File: config.mk
export PLATFORM = sky130hd
export DESIGN_NAME = ula_controlador_flat
export DESIGN_NICKNAME = d
export VERILOG_FILES = /design/src/rtl/ula_controlador_if.sv /design/src/rtl/ula_controlador.sv /design/src/flat_wrapper.sv
export SDC_FILE = /design/constraint.sdc
export NUM_CORES = 1
export LEC_CHECK = 0
export ABC_AREA = 1
export CAP_MARGIN = 20
export CORE_MARGIN = 10
export CORE_UTILIZATION = 30
export DETAILED_ROUTE_END_ITERATION = 10
export HOLD_SLACK_MARGIN = 0.12
export PLACE_DENSITY = 0.69
export SLEW_MARGIN = 20
export SYNTH_ARGS = -nofsm -noshare
export SYNTH_HDL_FRONTEND = slang
export SYNTH_SLANG_ARGS = --single-unit
export TNS_END_PERCENT = 100
File: constraint.sdc
create_clock -name clock -period 1.3 [get_ports clock]
set_input_delay 0.195 -clock clock [delete_from_list [all_inputs] [get_ports clock]]
set_output_delay 0.195 -clock clock [all_outputs]
set_load 0.05 [all_outputs]
File: src/rtl/ula_controlador_if.sv
//==============================================================================
// Module : ula_controlador_if
// Brief  : Command, response, ULA and status bundle for the ULA controller.
// Rev    : 1.0 - initial release
//==============================================================================
`default_nettype none

interface ula_controlador_if #(
    parameter int BITS = 8
);
    logic            cmd_valid;
    logic            cmd_ready;
    logic [2:0]      cmd_op;
    logic [BITS-1:0] cmd_data;

    logic [BITS-1:0] ula_a;
    logic [BITS-1:0] ula_b;
    logic [1:0]      ula_f;
    logic [BITS-1:0] ula_saida;
    logic            ula_flag_o;

    logic            res_valid;
    logic            res_ready;
    logic [BITS-1:0] res_data;
    logic            res_ovf;

    logic [BITS-1:0] acc;
    logic            ovf_sticky;
    logic [BITS-1:0] op_count;

    // Environment side: command source, response consumer and the ULA itself.
    modport master (
        output cmd_valid, cmd_op, cmd_data, res_ready, ula_saida, ula_flag_o,
        input  cmd_ready, ula_a, ula_b, ula_f, res_valid, res_data, res_ovf,
               acc, ovf_sticky, op_count
    );

    modport slave (
        input  cmd_valid, cmd_op, cmd_data, res_ready, ula_saida, ula_flag_o,
        output cmd_ready, ula_a, ula_b, ula_f, res_valid, res_data, res_ovf,
               acc, ovf_sticky, op_count
    );
endinterface

`default_nettype wire

File: src/rtl/ula_controlador.sv
//==============================================================================
// Module : ula_controlador
// Brief  : Sequences accumulator commands onto an external combinational ULA.
// Rev    : 1.0 - initial release
//==============================================================================
`default_nettype none

module ula_controlador #(
    parameter int BITS = 8
) (
    input  wire logic           clock,
    input  wire logic           reset,
    ula_controlador_if.slave    bus
);

    localparam logic [1:0] ST_IDLE  = 2'd0;
    localparam logic [1:0] ST_ISSUE = 2'd1;
    localparam logic [1:0] ST_RESP  = 2'd2;

    localparam logic [1:0] c_SUB_LOAD    = 2'b00;
    localparam logic [1:0] c_SUB_CLRFLAG = 2'b01;

    logic [1:0]      r_state;
    logic [BITS-1:0] r_acc;
    logic [BITS-1:0] r_ula_a;
    logic [BITS-1:0] r_ula_b;
    logic [1:0]      r_ula_f;
    logic [BITS-1:0] r_res_data;
    logic            r_res_ovf;
    logic            r_ovf_sticky;
    logic [BITS-1:0] r_op_count;

    logic w_accept;
    logic w_is_ula_op;

    // Ready is masked by reset so a source never sees an accept while held in reset.
    assign w_accept    = (r_state == ST_IDLE) && bus.cmd_valid;
    assign w_is_ula_op = ~bus.cmd_op[2];

    always_ff @(posedge clock or negedge reset) begin
        if (!reset) begin
            r_state      <= ST_IDLE;
            r_acc        <= '0;
            r_ula_a      <= '0;
            r_ula_b      <= '0;
            r_ula_f      <= 2'b00;
            r_res_data   <= '0;
            r_res_ovf    <= 1'b0;
            r_ovf_sticky <= 1'b0;
            r_op_count   <= '0;
        end else begin
            case (r_state)
                ST_IDLE: begin
                    if (w_accept) begin
                        if (w_is_ula_op) begin
                            r_ula_a <= r_acc;
                            r_ula_b <= bus.cmd_data;
                            r_ula_f <= bus.cmd_op[1:0];
                            r_state <= ST_ISSUE;
                        end else begin
                            r_res_ovf <= 1'b0;
                            r_state   <= ST_RESP;
                            case (bus.cmd_op[1:0])
                                c_SUB_LOAD: begin
                                    r_acc      <= bus.cmd_data;
                                    r_res_data <= bus.cmd_data;
                                end
                                c_SUB_CLRFLAG: begin
                                    r_ovf_sticky <= 1'b0;
                                    r_res_data   <= r_acc;
                                end
                                default: begin
                                    r_res_data <= r_acc;
                                end
                            endcase
                        end
                    end
                end

                // The ULA is combinational, so its outputs are valid one cycle after A/B/F load.
                ST_ISSUE: begin
                    r_acc        <= bus.ula_saida;
                    r_res_data   <= bus.ula_saida;
                    r_res_ovf    <= bus.ula_flag_o;
                    r_ovf_sticky <= r_ovf_sticky | bus.ula_flag_o;
                    r_op_count   <= r_op_count + 1'b1;
                    r_state      <= ST_RESP;
                end

                ST_RESP: begin
                    if (bus.res_ready) begin
                        r_state <= ST_IDLE;
                    end
                end

                default: begin
                    r_state <= ST_IDLE;
                end
            endcase
        end
    end

    assign bus.cmd_ready  = (r_state == ST_IDLE) && reset;
    assign bus.res_valid  = (r_state == ST_RESP);
    assign bus.ula_a      = r_ula_a;
    assign bus.ula_b      = r_ula_b;
    assign bus.ula_f      = r_ula_f;
    assign bus.res_data   = r_res_data;
    assign bus.res_ovf    = r_res_ovf;
    assign bus.acc        = r_acc;
    assign bus.ovf_sticky = r_ovf_sticky;
    assign bus.op_count   = r_op_count;

endmodule

`default_nettype wire

File: src/flat_wrapper.sv
// flat-port wrapper written by rule: the top's interface ports become plain ports
module ula_controlador_flat 
#(
    parameter int BITS = 8
)
  (clock, reset, bus_cmd_valid, bus_cmd_op, bus_cmd_data, bus_res_ready, bus_ula_saida, bus_ula_flag_o, bus_cmd_ready, bus_ula_a, bus_ula_b, bus_ula_f, bus_res_valid, bus_res_data, bus_res_ovf, bus_acc, bus_ovf_sticky, bus_op_count);
  ula_controlador_if #(.BITS(BITS)) bus_i ();
  input  wire logic clock;
  input  wire logic reset;
  input wire logic [$bits(bus_i.cmd_valid)-1:0] bus_cmd_valid;
  input wire logic [$bits(bus_i.cmd_op)-1:0] bus_cmd_op;
  input wire logic [$bits(bus_i.cmd_data)-1:0] bus_cmd_data;
  input wire logic [$bits(bus_i.res_ready)-1:0] bus_res_ready;
  input wire logic [$bits(bus_i.ula_saida)-1:0] bus_ula_saida;
  input wire logic [$bits(bus_i.ula_flag_o)-1:0] bus_ula_flag_o;
  output wire logic [$bits(bus_i.cmd_ready)-1:0] bus_cmd_ready;
  output wire logic [$bits(bus_i.ula_a)-1:0] bus_ula_a;
  output wire logic [$bits(bus_i.ula_b)-1:0] bus_ula_b;
  output wire logic [$bits(bus_i.ula_f)-1:0] bus_ula_f;
  output wire logic [$bits(bus_i.res_valid)-1:0] bus_res_valid;
  output wire logic [$bits(bus_i.res_data)-1:0] bus_res_data;
  output wire logic [$bits(bus_i.res_ovf)-1:0] bus_res_ovf;
  output wire logic [$bits(bus_i.acc)-1:0] bus_acc;
  output wire logic [$bits(bus_i.ovf_sticky)-1:0] bus_ovf_sticky;
  output wire logic [$bits(bus_i.op_count)-1:0] bus_op_count;
  assign bus_i.cmd_valid = bus_cmd_valid;
  assign bus_i.cmd_op = bus_cmd_op;
  assign bus_i.cmd_data = bus_cmd_data;
  assign bus_i.res_ready = bus_res_ready;
  assign bus_i.ula_saida = bus_ula_saida;
  assign bus_i.ula_flag_o = bus_ula_flag_o;
  assign bus_cmd_ready = bus_i.cmd_ready;
  assign bus_ula_a = bus_i.ula_a;
  assign bus_ula_b = bus_i.ula_b;
  assign bus_ula_f = bus_i.ula_f;
  assign bus_res_valid = bus_i.res_valid;
  assign bus_res_data = bus_i.res_data;
  assign bus_res_ovf = bus_i.res_ovf;
  assign bus_acc = bus_i.acc;
  assign bus_ovf_sticky = bus_i.ovf_sticky;
  assign bus_op_count = bus_i.op_count;
  ula_controlador #(.BITS(BITS)) u_core (.clock(clock), .reset(reset), .bus(bus_i));
endmodule
==> flow_summary.yaml, run 1 <==
critical_path:
  reg2reg_to: "u_core.bus.res_data[1]"
  path_cells: "nor3b_4 > buf_12"
  cp.arrival_ps: 1150
  ff2ff_path_depth: 7
  max_stage_delay_ps: 450
  cp.required_ps: 1110
  path_max_fanout: 4
  crit_slowest_cell: "dfrtp_2"
  critical_path_class: "flip-flop to output port"
  timing.rr.start: "u_core.r_state[1]"
  crit_path_end_kind: "output port"
  r2r_setup_slack_ps: 0
  cp-start-kind: "flip-flop"
synth:
  synth_top_area_share_pct: 53.8
  syn_nets: 223
  ys_top_cells_by_area: "dfrtp_1 (54%), nand2_1 (14%), o21ai_0 (7.6%)"
  synth.most_common_cell: "nand2_1"
  ys_seq_area_share_pct: 53.8
  syn_avg_cell_area_sq_um: 8.93
  ys_ff_latch: 38
  synth_mux_area_share_pct: 0
  async_flop_share_pct: 100
  ys_types: 23
  yosys-top-cells-count: "nand2_1 (64), dfrtp_1 (38), o21ai_0 (27)"
  netlist_instances: 198
  ys.flop_type: "dfrtp_1"
  synth-compound-area-share_pct: 10.7
  syn_area_sq_um: 1770
  ys_warn_count: 0
  synth_top_cell_by_area: "dfrtp_1"
  synthAdderAreaFrac_pct: 0.708
  synth-xor-area-share_pct: 2.41
  yosys.area_share.simple_pct: 20.6
  synth-edff-count: 0
  synth_top_family_by_area: "simple AND/OR/NAND/NOR gates"
floorplan:
  die-area_sq_um: 9360
  core_sq_um: 5610
  die_w_um: 96.8
  start_util_pct: 31.5
  std_cell_rows: 27
  num_io_pins: 70
  die_y_um: 96.8
flow_run:
  maxCapViolations: 0
min_path:
  min-delay-start: "bus_cmd_data[3]"
  hp-class: "input port to flip-flop"
  min_to: "u_core.bus.ula_b[3]"
  hold_depth: 3
pwr:
  peakVddDrop_uv: 1360
  power_frac_comb_pct: 62.7
  p_per_area_nw_per_um2: 2600
  switchingPower_mw: 3.83
  p_int_mw: 4.54
  p_leak_nw: 1.55
  p_sw_share_pct: 45.7
  power_frac_seq_pct: 27.2
  p_clk_share_pct: 10.1
global_route:
  met3_usage_pct: 4.68
  grt_start_max_net_pins: 39
  grt_usage_pct: 10.4
  use_met1_pct: 12.8
  top_usage_layer: "met2"
  grt_antenna_before_repair: 0
  grt_overflow: 0
  grt_pass1_wl_mm: 8.14
  grt_use_met2_pct: 16.1
  grt_pass1_vias: 1543
placed_design:
  dp_slack_ps: -75.6
  hpwl_mm: 3.88
  placed_area_sq_um: 3000
  gp_congestion: 0.751
  portBuffers: 69
route:
  wl_mm: 5.14
  drc: 0
  dr.pass1.iters: 4
  route.detailed.wl_per_inst_um: 14.8
  vias: 1531
  drt_iter0_drc: 58
  viasPerCell: 4.40
  ant_nets: 0
outcome:
  outcome: "finished, violations left"
  failed_checks: "setup timing"
layout:
  antenna_cells: 0
  nNetsFinal: 300
  drive_above_1_share_pct: 33.7
  fin_area_sq_um: 3220
  syn2layout_area_growth_pct: 82.2
  fin_util_pct: 57.5
  fill_cells: 482
timing:
  slew_headroom_pct: 67.8
  hold_viol: 0
  drv_slew: 0
  rsz0062_at_grt: "yes"
  finClkSkew_ps: 6.88
  whs_ps: 487
  max_freq_mhz: 744
  fin_ws_ps: -43.6
  worst-slew-pin-transition_ps: 483
  setup_viol: 4
  finalCritPeriodShare_pct: 103
  period_needed_ps: 1340
cts:
  cts_tree: "yes"
  clock_latency_ps: 290
  cts_buffers: 5
  clock_path_buffers: 2
  cts_sinks: 38
  clk_pin_slew_ps: 70
  htreeDepth: 2
  clockRootBuffer: "clkbuf_8"
[power groups by stage]
stage	sequential [mW]	combinational, mW	clock, mW
after floorplan	3.43	1.20	0
final	2.28	5.25	0.845
after global routing	2.35	5.46	0.931
after global placement	2.27	5.11	0
after detailed placement	2.30	5.17	0
after CTS	2.29	5.18	0.878
[registers in the layout (all words and copies together) (netlist names)]
name / flops
u_core.r_state: 2
u_core.bus.res_data: 8
u_core.bus.op_count: 8
u_core.bus.res_ovf: 1
u_core.bus.ula_b: 8
u_core.bus.ula_f: 2
u_core.bus.ovf_sticky: 1
u_core.bus.ula_a: 8
[through the flow]
step                power [mW]  setup TNS (ps)  cells
floorplan                 4.63           -17.3    198
global placement          7.38           -96.8    332
detailed placement        7.47            -427    332
CTS                       8.35           -85.5    341
global route              8.74            -545    348
finish                    8.37           -62.2    348
[worst max-delay path, delay by kind of cell (launching register included)]
family	cells	cell delay, ps
buf+inv	1	170
flops	1	450
simple gates	1	250
[cell type report]
type / count / area, sq um / area share [%]
inverter: 26 / 100 / 3.11
multi-input combinational: 120 / 654 / 20.3
clock inverter: 2 / 12.5 / 0.388
sequential: 38 / 958 / 29.7
timing repair buffer: 84 / 1320 / 41.1
clock buffer: 6 / 82.6 / 2.56
tap: 72 / 90.1 / 2.80
[timing repair]
| action | 4_1_cts | 5_1_grt |
|---|---|---|
| gates cloned | 0 | 1 |
| pin swaps | 1 | 4 |
| setup endpoints to repair | 1 | 14 |
| hold endpoints to repair | 38 | 0 |
| gates resized for setup | 2 | 23 |
| buffers inserted | 0 | 6 |
| hold buffers | 1 | 0 |
[logic make-up (layout without fill, tap and decap cells)]
kind of cell,count (synthesis),in the layout
buf+inv,40,118
xor+xnor,4,4
simple gates,80,80
compound gates,35,35
flops,38,38
fa+ha+maj,1,1
[routing by layer]
layer  up-vias  share of wire (%)
met1       711                 45
met3         5                6.9
met4         0               0.99
li1        764                  -
met2        51                 47
met5         -                  0
[worst max path at each step]
stage,startpoint,to,slack [ps],cells past startpoint
3_5_place_dp,bus_cmd_valid,u_core.bus.res_data[0],-80,6
4_1_cts,u_core.r_state[0],bus_cmd_ready,-60,2
6_report,u_core.r_state[0],bus_cmd_ready,-40,2
5_1_grt,u_core.r_state[1],u_core.bus.op_count[5],-90,7
3_3_place_gp,bus_cmd_valid,u_core.bus.ovf_sticky,-20,7
2_1_floorplan,u_core.r_state[0],bus_cmd_ready,-20,1
[layout by cell type (no fill, tap or decap), types with 3 or more instances in the layout]
master / count
o21ai_1: 15
clkdlybuf4s50_1: 22
buf_4: 8
buf_12: 49
o21ai_0: 15
nand2_2: 3
nor2_1: 4
nand2_1: 61
dfrtp_1: 32
inv_1: 24
o21ai_2: 3
dfrtp_2: 6
clkbuf_8: 6
Note: power is estimated with default switching activity, not from simulation.
==> inputs of run 2 (changes only) <==
--- a/config.mk
+++ b/config.mk
@@ -11,7 +11,6 @@
 export CORE_UTILIZATION = 30
 export DETAILED_ROUTE_END_ITERATION = 10
 export HOLD_SLACK_MARGIN = 0.12
-export PLACE_DENSITY = 0.69
 export SLEW_MARGIN = 20
 export SYNTH_ARGS = -nofsm -noshare
 export SYNTH_HDL_FRONTEND = slang
==> constraint.sdc (replaced) <==
create_clock -name clock -period 1.4 [get_ports clock]
set_input_delay 0.21 -clock clock [delete_from_list [all_inputs] [get_ports clock]]
set_output_delay 0.21 -clock clock [all_outputs]
set_load 0.05 [all_outputs]
==> run 2 against run 1 <==
The run now ends clean. Worst setup slack better by 99 ps. Sequential share of layout area is 0.44 points higher. Wire length is 7.0% lower. Cell area down 2.1%. Clock power up 10%. Total power is 7.0% lower. Register-to-register slack improved by 140 ps. Die area unchanged. Critical path type unchanged. Critical endpoint unchanged. Largest power group unchanged. Highest routed layer unchanged.
==> flow_summary.yaml, run 2 (synthesis results as in run 1) <==
layout:
  antenna_cells: 0
  nNetsFinal: 295
  mostFrequentLayoutCells: "nand2_1 (64), buf_12 (50), dfrtp_1 (37), o21ai_0 (27), inv_1 (24)"
  syn2layout_area_growth_pct: 78.4
  drive_above_1_share_pct: 28.1
  fin_util_pct: 56.2
  layout_commonest_cell: "nand2_1"
pwr:
  p_sw_share_pct: 44.5
  p_clk_share_pct: 12.0
  p_int_mw: 4.32
  power_frac_comb_pct: 61.4
  peakVddDrop_uv: 1080
  p_per_area_nw_per_um2: 2470
  power_frac_seq_pct: 26.7
  switchingPower_mw: 3.47
  finalPower_mw: 7.79
  p_leak_nw: 1.53
critical_path:
  cp.required_ps: 1190
  cpLargestDelayFamily: "flip-flops"
  critical_path_class: "flip-flop to output port"
  crit_path_end_kind: "output port"
  path_cells: "nor3b_4 > buf_12"
  max_stage_delay_ps: 460
  crit_slowest_cell: "dfrtp_2"
  critPathBufInv: 1
  cp-start-kind: "flip-flop"
  cp.arrival_ps: 1130
  path_max_fanout: 4
min_path:
  hp-class: "input port to flip-flop"
timing:
  whs_ps: 493
  fin_ws_ps: 55.0
  rsz0062_at_grt: "no"
  period_needed_ps: 1340
  finClkSkew_ps: 8.68
  hold_viol: 0
  max_freq_mhz: 743
  setup_viol: 0
  setup_tns_ps: 0
  finalCritPeriodShare_pct: 96.1
  drv_slew: 0
  worst-slew-pin-transition_ps: 478
  slew_headroom_pct: 68.2
route:
  dr.pass1.iters: 4
  viasPerCell: 4.32
  drt_iter0_drc: 72
  route.detailed.wl_per_inst_um: 14.0
  drc: 0
  vias: 1477
  wl_mm: 4.78
  ant_nets: 0
cts:
  clock_path_buffers: 2
  clock_latency_ps: 280
  cts_setup_buffers: 0
  cts_buffers: 5
  clk_pin_slew_ps: 70
  cts_tree: "yes"
  cts_sinks: 38
  clockRootBuffer: "clkbuf_8"
  htreeDepth: 2
floorplan:
  core_sq_um: 5610
  die-area_sq_um: 9360
  die_w_um: 96.8
  start_util_pct: 31.5
  num_io_pins: 70
  die_y_um: 96.8
  std_cell_rows: 27
placed_design:
  portBuffers: 69
  hpwl_mm: 3.85
  gp_congestion: 0.748
  dp_slack_ps: 43.1
flow_run:
  maxCapViolations: 0
global_route:
  grt_antenna_before_repair: 0
  grt_usage_pct: 10.6
  grt_pass1_vias: 1554
  grt_start_max_net_pins: 39
  grt_pass1_wl_mm: 8.32
  grt_overflow: 0
outcome:
  outcome: "finished clean"
run 2: cell count changes in the layout (fill, tap and decap cells not counted), moves of 2 or more:
cell and delta:
nand2_1 +3, dfrtp_1 +5, o21ai_1 -9, o21ai_2 -3
buf_4 -3, nand2_2 -3, o21ai_0 +12, buf_6 -2
dfrtp_2 -5
run 2: final cells by class:
| type | instances | area, sq um |
|---|---|---|
| Timing Repair Buffer | 79 | 1270 |
| Clock inverter | 1 | 30.0 |
| Multi-Input combinational cell | 120 | 628 |
| Tap cell | 72 | 90.1 |
| Inverter | 26 | 97.6 |
| Sequential cell | 38 | 952 |
| Fill cell | 496 | 2450 |
| Clock buffer | 6 | 82.6 |
run 2: per-stage QoR:
stage                     std cells  cell area, sq um
after floorplan                 198              1780
after global placement          334              3020
after detailed placement        334              3020
after CTS                       342              3140
after global routing            342              3150
final                           342              3150
run 2: what timing repair did:
| action | CTS | global route |
|---|---|---|
| pin swaps | 1 | 0 |
| hold buffers | 1 | 0 |
| endpoints found under the setup margin | 1 | 2 |
| resized for setup | 1 | 2 |
| endpoints found under the hold margin | 38 | 0 |
| gates cloned | 0 | 0 |
run 2: routing by layer:
layer | share of wire [%] | wire length [um] | global-route usage [%]
met2 | 46 | 2180 | 15.7
met1 | 47 | 2260 | 14.0
met4 | 0.98 | 47 | 3.04
met5 | 0 | 0 | 0
met3 | 6.1 | 292 | 3.76
run 2: path summary, 6_finish.rpt:
| kind | slack (ps) | cells past startpoint | end | from |
|---|---|---|---|---|
| max | 60 | 2 | bus_cmd_ready | u_core.r_state[0] |
| min | 490 | 3 | u_core.bus.ula_b[7] | bus_cmd_data[7] |
| max reg2reg | 140 | 8 | u_core.bus.res_data[5] | u_core.r_state[1] |
| min reg2reg | 540 | 2 | u_core.bus.ovf_sticky | u_core.bus.ovf_sticky |
| max in group asynchronous | 450 | 3 | u_core.r_state[0] | reset |
| min in group asynchronous | 590 | 3 | u_core.bus.ula_a[1] | reset |
run 2: tightest hold or removal path, delay by kind of cell:
| kind | cells | cell delay (ps) |
|---|---|---|
| and+or+nand+nor | 2 | 120 |
| buffers and inverters | 1 | 420 |
run 2: power by group through the flow:
| stage | sequential [mW] | clock, mW | combinational [mW] |
|---|---|---|---|
| 3_5_place_dp | 2.10 | 0 | 4.83 |
| 4_1_cts | 2.09 | 0.961 | 4.83 |
| 3_3_place_gp | 2.09 | 0 | 4.77 |
| 5_1_grt | 2.14 | 1.01 | 5.00 |
| 2_1_floorplan | 3.17 | 0 | 1.11 |
| 6_report | 2.08 | 0.932 | 4.78 |
